==> src/rtl/vpu_seq_pkg.sv <==
// Shared types and constants for the vector beat sequencer.
// Optional perf counter elsewhere is gated by VPU_SEQ_PERF_EN.
package vpu_seq_pkg;

    localparam int VPU_LANES = 8;
    localparam int LANE_W    = 16;
    localparam int BEATS     = 4;
    localparam int VEC_W     = VPU_LANES * LANE_W;
    localparam int SEL_W     = 19;

    typedef enum logic [4:0] {
        OP_ADD = 5'd0,
        OP_SUB = 5'd1,
        OP_MUL = 5'd2,
        OP_ITF = 5'd3,
        OP_FTI = 5'd4,
        OP_MAX = 5'd5,
        OP_MIN = 5'd6,
        OP_AND = 5'd7,
        OP_OR  = 5'd8,
        OP_XOR = 5'd9,
        OP_SRA = 5'd10,
        OP_SRL = 5'd11,
        OP_SLL = 5'd12,
        OP_CGE = 5'd13,
        OP_CLT = 5'd14,
        OP_CEQ = 5'd15,
        OP_CNQ = 5'd16
    } vpu_op_e;

    // Bit 0 picks float lanes; op selects follow in enum order.
    localparam int SEL_IF    = 0;
    localparam int SEL_ADD   = 1;
    localparam int SEL_SUB   = 2;
    localparam int SEL_MUL   = 3;
    localparam int SEL_ITF   = 4;
    localparam int SEL_FTI   = 5;
    localparam int SEL_MAX   = 6;
    localparam int SEL_MIN   = 7;
    localparam int SEL_AND   = 8;
    localparam int SEL_OR    = 9;
    localparam int SEL_XOR   = 10;
    localparam int SEL_SRA   = 11;
    localparam int SEL_SRL   = 12;
    localparam int SEL_SLL   = 13;
    localparam int SEL_CGE   = 14;
    localparam int SEL_CLT   = 15;
    localparam int SEL_CEQ   = 16;
    localparam int SEL_CNQ   = 17;
    localparam int SEL_SPARE = 18;

    typedef logic [1:0] fsm_state_t;

    localparam logic [1:0] ST_IDLE = 2'd0;
    localparam logic [1:0] ST_RD   = 2'd1;
    localparam logic [1:0] ST_EX   = 2'd2;
    localparam logic [1:0] ST_RESP = 2'd3;

endpackage

==> src/rtl/vpu_op_decode.sv <==
// Combinational op decode: one-hot VPU select bus plus compare/valid flags.
// Part of vpu_beat_seq (VPU_SEQ_PERF_EN does not affect this file).
module vpu_op_decode
    import vpu_seq_pkg::*;
(
    input  logic [4:0]       op,
    input  logic             fp,
    output logic [SEL_W-1:0] sel,
    output logic             is_cmp,
    output logic             is_valid
);

    logic [4:0] idx;

    always_comb begin
        sel      = '0;
        is_cmp   = 1'b0;
        idx      = op + 5'd1;
        is_valid = (op <= OP_CNQ);
        if (is_valid) begin
            sel[SEL_IF] = fp;
            sel[idx]    = 1'b1;
            is_cmp      = op inside {OP_CGE, OP_CLT, OP_CEQ, OP_CNQ};
        end
    end

endmodule

==> src/rtl/vpu_beat_seq.sv <==
// Beat sequencer: runs one vector op as up to 4 beats of 8 lanes.
// Define VPU_SEQ_PERF_EN to add the busy_cycles counter port.
module vpu_beat_seq
    import vpu_seq_pkg::*;
#(
    parameter  int VREGS = 32,
    parameter  int MAXVL = 32,
    localparam int RW    = $clog2(VREGS),
    localparam int AW    = RW + 2
) (
    input  logic                 clk,
    input  logic                 rst_n,
    input  logic                 req_valid,
    output logic                 req_ready,
    input  logic [4:0]           req_op,
    input  logic                 req_fp,
    input  logic [RW-1:0]        req_vs1,
    input  logic [RW-1:0]        req_vs2,
    input  logic [RW-1:0]        req_vd,
    input  logic [5:0]           req_vl,
    input  logic [31:0]          req_mask,
    output logic [AW-1:0]        vrf_raddr,
    output logic [AW-1:0]        vrf_raddr2,
    input  logic [VEC_W-1:0]     vrf_rdata1,
    input  logic [VEC_W-1:0]     vrf_rdata2,
    output logic [SEL_W-1:0]     vpu_sel,
    output logic [VEC_W-1:0]     vpu_vs1,
    output logic [VEC_W-1:0]     vpu_vs2,
    output logic [VPU_LANES-1:0] vpu_mask,
    input  logic [VEC_W-1:0]     vpu_vd,
    input  logic [VPU_LANES-1:0] vpu_rd,
    output logic                 vrf_we,
    output logic [AW-1:0]        vrf_waddr,
    output logic [VEC_W-1:0]     vrf_wdata,
    output logic [VPU_LANES-1:0] vrf_wlane,
    output logic                 resp_valid,
    input  logic                 resp_ready,
`ifdef VPU_SEQ_PERF_EN
    output logic [31:0]          busy_cycles,
`endif
    output logic [31:0]          resp_rd
);

    fsm_state_t          state;
    logic [1:0]          beat;
    logic [1:0]          last_beat;
    logic [4:0]          op_q;
    logic                fp_q;
    logic [RW-1:0]       vs1_q;
    logic [RW-1:0]       vs2_q;
    logic [RW-1:0]       vd_q;
    logic [5:0]          vl_q;
    logic [31:0]         mask_q;

    logic [5:0]          vl_c;
    logic [1:0]          nb_m1;
    logic [4:0]          dec_op;
    logic                dec_fp;
    logic [SEL_W-1:0]    dec_sel;
    logic                dec_cmp;
    logic                dec_valid;
    logic [VPU_LANES-1:0] lane_en;
    logic                rd_st;
    logic                ex_st;

    assign rd_st = (state == ST_RD);
    assign ex_st = (state == ST_EX);

    assign vl_c  = (req_vl > 6'(MAXVL)) ? 6'(MAXVL) : req_vl;
    assign nb_m1 = 2'((vl_c - 6'd1) >> 3);

    // Decode the incoming op while idle so a bad opcode can skip the beats.
    assign dec_op = (state == ST_IDLE) ? req_op : op_q;
    assign dec_fp = (state == ST_IDLE) ? req_fp : fp_q;

    vpu_op_decode u_dec (
        .op       (dec_op),
        .fp       (dec_fp),
        .sel      (dec_sel),
        .is_cmp   (dec_cmp),
        .is_valid (dec_valid)
    );

    always_comb begin
        lane_en = '0;
        for (int i = 0; i < VPU_LANES; i++) begin
            lane_en[i] = mask_q[{beat, 3'(i)}]
                       & ({1'b0, beat, 3'(i)} < vl_q);
        end
    end

    assign req_ready  = (state == ST_IDLE);
    assign resp_valid = (state == ST_RESP);

    assign vrf_raddr  = rd_st ? {vs1_q, beat} : '0;
    assign vrf_raddr2 = rd_st ? {vs2_q, beat} : '0;

    assign vpu_sel    = ex_st ? dec_sel : '0;
    assign vpu_mask   = ex_st ? lane_en : '0;

    assign vrf_we     = ex_st & ~dec_cmp;
    assign vrf_waddr  = vrf_we ? {vd_q, beat} : '0;
    assign vrf_wdata  = vrf_we ? vpu_vd : '0;
    assign vrf_wlane  = vrf_we ? lane_en : '0;

    always_ff @(posedge clk or negedge rst_n) begin
        if (!rst_n) begin
            state     <= ST_IDLE;
            beat      <= '0;
            last_beat <= '0;
            op_q      <= '0;
            fp_q      <= 1'b0;
            vs1_q     <= '0;
            vs2_q     <= '0;
            vd_q      <= '0;
            vl_q      <= '0;
            mask_q    <= '0;
            vpu_vs1   <= '0;
            vpu_vs2   <= '0;
            resp_rd   <= '0;
        end else begin
            unique case (state)
                ST_IDLE: begin
                    if (req_valid) begin
                        op_q      <= req_op;
                        fp_q      <= req_fp;
                        vs1_q     <= req_vs1;
                        vs2_q     <= req_vs2;
                        vd_q      <= req_vd;
                        vl_q      <= vl_c;
                        mask_q    <= req_mask;
                        beat      <= '0;
                        last_beat <= nb_m1;
                        resp_rd   <= '0;
                        if (vl_c == 6'd0 || !dec_valid) state <= ST_RESP;
                        else                            state <= ST_RD;
                    end
                end
                ST_RD: begin
                    vpu_vs1 <= vrf_rdata1;
                    vpu_vs2 <= vrf_rdata2;
                    state   <= ST_EX;
                end
                ST_EX: begin
                    if (dec_cmp)
                        resp_rd[{beat, 3'b000} +: 8] <= vpu_rd & lane_en;
                    if (beat == last_beat) begin
                        state <= ST_RESP;
                    end else begin
                        beat  <= beat + 2'd1;
                        state <= ST_RD;
                    end
                end
                default: begin
                    if (resp_ready) state <= ST_IDLE;
                end
            endcase
        end
    end

`ifdef VPU_SEQ_PERF_EN
    always_ff @(posedge clk or negedge rst_n) begin
        if (!rst_n)
            busy_cycles <= '0;
        else if (state != ST_IDLE && busy_cycles != 32'hFFFF_FFFF)
            busy_cycles <= busy_cycles + 32'd1;
    end
`endif

endmodule

==> config.mk <==
export PLATFORM = sky130hd
export DESIGN_NAME = vpu_beat_seq
export DESIGN_NICKNAME = d
export VERILOG_FILES = /design/src/rtl/vpu_seq_pkg.sv /design/src/rtl/vpu_op_decode.sv /design/src/rtl/vpu_beat_seq.sv
export SDC_FILE = /design/constraint.sdc
export NUM_CORES = 1
export LEC_CHECK = 0
export CORE_AREA = 2 2 363 365
export DETAILED_ROUTE_END_ITERATION = 8
export DIE_AREA = 0 0 365 367
export GPL_ROUTABILITY_DRIVEN = 0
export GPL_TIMING_DRIVEN = 0
export RECOVER_POWER = 50
export SYNTH_ARGS = -nofsm -noshare
export SYNTH_HDL_FRONTEND = slang
export SYNTH_SLANG_ARGS = --single-unit
==> constraint.sdc <==
create_clock -name clk -period 7.4 [get_ports clk]
set_clock_uncertainty 0.2 [all_clocks]
set_input_delay 1.11 -clock clk [delete_from_list [all_inputs] [get_ports clk]]
set_output_delay 1.11 -clock clk [all_outputs]
set_load 0.02 [all_outputs]
==> results of run 1 <==
flip-flops by register name (all words and copies together), names as in the netlist:
signal,flops
vs1_q,5
resp_rd,32
state,2
vpu_vs1,128
vd_q,5
last_beat,2
mask_q,32
vpu_vs2,128
op_q,5
beat,2
fp_q,1
vs2_q,5
vl_q,6
critical path: stages, from the launching register on:
cell,delay [ps]
dfrtp_1,440
inv_1,90
ha_1,380
clkbuf_1,400
a32o_1,360
a22oi_2,550
clkbuf_1,650
nand2_1,450
nor3_1,480
clkdlybuf4s50_1,810
report_power, final:
part           total [uW]  leakage (uW)  switching (uW)  internal [uW]
Combinational        7190       0.00643            4010           3180
Clock                2340      0.000774             972           1370
Sequential           3410       0.00423             551           2860
Total               12900        0.0114            5530           7410
final cells by class:
cell class,instances,share of cell area [%]
antenna,8,0.0705
buffer,87,1.21
clock buffer,66,4.82
clock inverter,19,0.741
inverter,11,0.145
multi-input combinational,718,21.4
sequential,353,31.1
tap,1755,7.74
timing repair buffer,931,32.8
layout by cell type (no fill, tap or decap), drive strengths merged, types with 6 or more instances in the layout:
| cell type | count |
|---|---|
| and2 | 17 |
| o22ai | 34 |
| ha | 12 |
| nand2 | 58 |
| buf | 10 |
| inv | 15 |
| a21oi | 9 |
| clkbuf | 148 |
| nand2b | 14 |
| mux4 | 8 |
| dfrtp | 353 |
| and3 | 147 |
| nor3 | 6 |
| mux2 | 311 |
| nor2 | 39 |
| diode | 8 |
| o21ai | 17 |
| dlygate4sd3 | 183 |
| clkinv | 10 |
| clkdlybuf4s50 | 743 |
cells by family (layout without fill, tap and decap cells):
kind of cell	after synthesis	after routing
buf+inv	98	1114
fa+ha+maj	12	12
xor+xnor	4	4
other cells	1	9
flops	353	353
compound gates	81	81
mux	320	320
simple gates	300	300
routing by layer:
layer,vias to the layer above,routed length (um),GRT usage [%]
li1,6140,-,-
met1,7037,39300,16.7
met2,704,46100,23.4
met3,149,11700,6.89
met4,16,2840,3.95
met5,-,108,0
metrics by stage:
| stage | power (uW) | setup WS, ps |
|---|---|---|
| after floorplan | 6900 | 3480 |
| after global placement | 10900 | -12180 |
| after detailed placement | 10900 | 751 |
| after CTS | 13400 | 600 |
| after global routing | 13700 | 386 |
| final | 12900 | 855 |
worst paths after layout:
path | from | endpoint | slack, ps
max | state[0] | vrf_wlane[6] | 860
min | vl_q[4] | vl_q[4] | 280
max reg2reg | state[0] | op_q[2] | 3540
min reg2reg | vl_q[4] | vl_q[4] | 280
max in group asynchronous | rst_n | vd_q[1] | 1740
min in group asynchronous | rst_n | vpu_vs1[119] | 1200
==> impl_metrics.ini, run 1 <==
[run_status]
status = finished with violations
violations = max-capacitance violations, max-slew violations

[final_layout]
drive_gt1_share_pct = 19.1
fin_area_sq_mm = 0.0284
fin_nets = 2615
multi_input_area_sq_mm = 0.00607
fillers = 14149
layout.cells.non_filler = 3948
fin_util_pct = 21.8
area_delta_synth_final_pct = 85.6
seqCellArea_sq_mm = 0.00883

[clock_network]
post_cts_buffers = 0
cts-root-buf = clkbuf_16
cts_buffers = 46
clkTransAtPathRegs_ps = 60
cts_tree = done
cts.path.max_buffers = 3
clock_latency_ps = 610
cts-hold-fix-buffers = 0
htreeDepth = 2
clock_sinks = 353
postCtsResizedCells = 0

[grt]
grt_max_degree = 111
antenna_found_initial = 37
track_usage_pct = 14.4
grt_pass1_vias = 14652
grt_overflow = 0
grt_pass1_wl_um = 130000

[setup_path]
cp-end-kind = output port
worstPathArrival_ps = 5230
cp_max_fo = 10
worstSetupPathType = reg -> out
start_kind = flop
r2r_cells = 7
worstPathRequired_ps = 6090

[timing]
fin_crit_sh_pct = 88.4
final_max_slew_viol_count = 360
tns_ps = 0
report.final.setup_viol = 0
period_minus_slack_ps = 6540
worst_slew_pin_slew_ps = 2880
hold_viol_final = 0
timing.hold.ws_ps = 283
rsz0062_at_grt = no
max-slew-margin-rel_pct = -92.3
max_freq_mhz = 153

[die]
die_w_um = 365
core_sq_mm = 0.130
dieHeight_um = 367
ios = 930
dieArea_sq_mm = 0.134
rows = 133
initial_core_util_pct = 11.7

[detailed_routing]
wl_um = 100000
firstDrtPassIters = 6
drc_errors = 0
postRouteAntennaNets = 0
drt_iter0_markers = 748
avgViaCountPerCell = 3.56
wl_per_cell_um = 25.3
route.vias.total = 14046

[yosys]
yosys.area_share.simple_pct = 10.7
yosysTopAreaCell = dfrtp_1
synth_cell_types = 48
ys_top_cells_by_area = dfrtp_1 58%, mux2_2 23%, and3_1 6.0%, clkbuf_1 1.8%, nand2_1 1.4%
yosys.cell_count.top_type = dfrtp_1
synth_compound_area_share_pct = 3.61
synth_top_area_share_pct = 57.8
async_reset_ff_share_pct = 100
synth_area_sq_mm = 0.0153
ys_warn_count = 0
synth_mux_area_share_pct = 24.1
netlist_top_cells_count = 353 x dfrtp_1, 311 x mux2_2, 147 x and3_1
synth_top_family_by_area = multiplexers
yosys_register_bits = 353
avgSynthCellArea_sq_um = 13.1
synth_xor_area_share_pct = 0.229
ys.flop_type = dfrtp_1
synth_fa_ha_area_share_pct = 0.982
synth_edf_count = 0
synthCells = 1169
yosysSeqAreaShare_pct = 57.8
syn-num-nets = 1636

[pwr]
powerDensity_mw_per_mm2 = 456
ir_worst_vdd_v = 0.000226
power.leakage_uw = 0.0114

[place]
dp_hpwl_um = 85000
numPortBuffers = 927
place_area_sq_mm = 0.0269
placed_cells = 3855

[min_path]
hold_class = reg -> reg
holdPathStages = 2

[run]
cap_violations = 4
Power figures use the tool's default switching activity.
==> inputs of run 2 (changes only) <==
--- a/config.mk
+++ b/config.mk
@@ -5,12 +5,13 @@
 export SDC_FILE = /design/constraint.sdc
 export NUM_CORES = 1
 export LEC_CHECK = 0
-export CORE_AREA = 2 2 363 365
+export CORE_AREA = 8 8 358 360
 export DETAILED_ROUTE_END_ITERATION = 8
-export DIE_AREA = 0 0 365 367
+export DIE_AREA = 0 0 366 368
 export GPL_ROUTABILITY_DRIVEN = 0
 export GPL_TIMING_DRIVEN = 0
 export RECOVER_POWER = 50
 export SYNTH_ARGS = -nofsm -noshare
 export SYNTH_HDL_FRONTEND = slang
 export SYNTH_SLANG_ARGS = --single-unit
+export TNS_END_PERCENT = 10
==> impl_metrics.ini, run 2 (synthesis results as in run 1) <==
[run_status]
status = finished with violations
violations = max-capacitance violations, max-slew violations

[die]
rows = 129
core_sq_mm = 0.123
dieArea_sq_mm = 0.135
die_w_um = 366
ios = 930
initial_core_util_pct = 12.5
dieHeight_um = 368

[setup_path]
worstPathArrival_ps = 5130
cp-end-kind = output port
start_kind = flop
cp_slowest_cell = clkdlybuf4s50_1
crit_path_start = state[0]
reg2reg_to = op_q[0]
crit_top_cell = clkbuf_1
cp_max_fo = 10
cp_slowest_stage_delay_ps = 800
r2r_slack_ps = 3250
r2r_cells = 7
worstPathRequired_ps = 6090
critical_path.cell_chain = inv_1, ha_1, clkbuf_1, a32o_1, a22oi_2, clkbuf_1, nand2_1, nor3_1, clkdlybuf4s50_1
worstSetupPathType = reg -> out
r2r-start = state[0]

[place]
dp_hpwl_um = 88200
numPortBuffers = 927

[timing]
hold_viol_final = 0
period_minus_slack_ps = 6440
max-slew-margin-rel_pct = -107
final_max_slew_viol_count = 360
worst_slew_pin_slew_ps = 3100
rsz0062_at_grt = no
timing.hold.ws_ps = 286
max_freq_mhz = 155
fin_crit_sh_pct = 87.0
report.final.setup_viol = 0

[clock_network]
clock_latency_ps = 600
clkTransAtPathRegs_ps = 60
post_cts_buffers = 0
htreeDepth = 2
cts-hold-fix-buffers = 0
cts.path.max_buffers = 3
cts_buffers = 47
clock_sinks = 353
cts_tree = done
cts-root-buf = clkbuf_16
postCtsResizedCells = 0

[detailed_routing]
drt_iter0_markers = 959
route.vias.total = 13891
wl_per_cell_um = 27.1
avgViaCountPerCell = 3.62
wl_um = 104000
drc_errors = 0
postRouteAntennaNets = 0
firstDrtPassIters = 5

[grt]
grt_overflow = 0
grt_max_degree = 111
antenna_found_initial = 36
grt_pass1_vias = 14973
track_usage_pct = 14.7
grt_pass1_wl_um = 137000

[min_path]
holdPathStages = 2
hold_class = reg -> reg
min_from = vl_q[4]
min_to = vl_q[4]

[pwr]
power.switching_uw = 5660
swShare_pct = 43.1
powerDensity_mw_per_mm2 = 464
p_total_uw = 13100
power.share.combinational_pct = 55.8
power.leakage_uw = 0.0114
internal-power_uw = 7480
seqPwrFrac_pct = 25.7
ir_worst_vdd_v = 0.000247
clockPowerShare_pct = 18.5

[final_layout]
area_delta_synth_final_pct = 85.1
top_regs = vpu_vs1: 128 flops, vpu_vs2: 128 flops
final_cell_mix = 752 x clkdlybuf4s50_1, 353 x dfrtp_1, 311 x mux2_2
drive_gt1_share_pct = 19.2
mostFrequentLayoutCell = clkdlybuf4s50_1
fin_nets = 2615

[run]
cap_violations = 4
==> run 2: cell count changes in the layout (fill, tap and decap cells not counted), moves of 3 or more <==
cell and delta:
clkbuf_8 -4, bufinv_16 +3, clkdlybuf4s50_1 +9, clkbuf_1 -4, clkinvlp_4 +3, diode_2 +8
dlygate4sd3_1 -9
==> run 2: layout make-up <==
| type | count | area (sq um) |
|---|---|---|
| Sequential cell | 353 | 8830 |
| Multi-Input combinational cell | 718 | 6070 |
| Buffer | 87 | 344 |
| Clock inverter | 25 | 329 |
| Antenna cell | 16 | 40.0 |
| Clock buffer | 60 | 1310 |
| Fill cell | 13204 | 94400 |
| Inverter | 11 | 41.3 |
| Timing Repair Buffer | 930 | 9290 |
| Tap cell | 1637 | 2050 |
==> run 2: routing by layer <==
| metal | wire length (um) | track usage, % | share of wire (%) | up-vias |
|---|---|---|---|---|
| met5 | 44 | 0 | 0.042 | - |
| met4 | 1720 | 3.28 | 1.7 | 8 |
| met3 | 15900 | 10.3 | 15 | 93 |
| met2 | 48100 | 23.7 | 46 | 707 |
| met1 | 38000 | 15.7 | 37 | 6930 |
| li1 | - | - | - | 6153 |
==> run 2: power groups by stage <==
stage | clock, uW | combinational [uW] | sequential [uW]
after floorplan | 0 | 2700 | 4200
after global placement | 0 | 7660 | 3400
after detailed placement | 0 | 7670 | 3420
after CTS | 2540 | 7710 | 3410
after global routing | 2610 | 7880 | 3500
final | 2430 | 7330 | 3370
==> run 2: worst max-delay path by stage <==
stage | to | slack (ps) | cells past startpoint
final | vrf_wlane[6] | 960 | 9
after floorplan | vrf_wlane[6] | 3480 | 6
after global placement | op_q[2] | -11990 | 1
after CTS | vrf_wlane[6] | 730 | 9
after global routing | vrf_wlane[6] | 430 | 9
after detailed placement | vrf_wlane[6] | 820 | 8
==> run 2: through the flow <==
stage	util (%)	worst slack [ps]	cell area, sq um	TNS [ps]	instances
2_1_floorplan	-	3480	15300	0	1169
3_5_place_dp	21.8	824	26700	0	3736
5_1_grt	23.1	430	28300	0	3829
4_1_cts	23.1	734	28300	0	3821
6_report	23.1	963	28300	0	3837
3_3_place_gp	21.7	-11990	26600	-4213550	3733
==> run 2: critical path, delay by kind of cell (launching register included) <==
| family | cells | cell delay [ps] |
|---|---|---|
| AOI/OAI and AO/OA | 2 | 920 |
| adders and majority gates | 1 | 350 |
| buffers and inverters | 4 | 1860 |
| DFF | 1 | 450 |
| and+or+nand+nor | 2 | 930 |
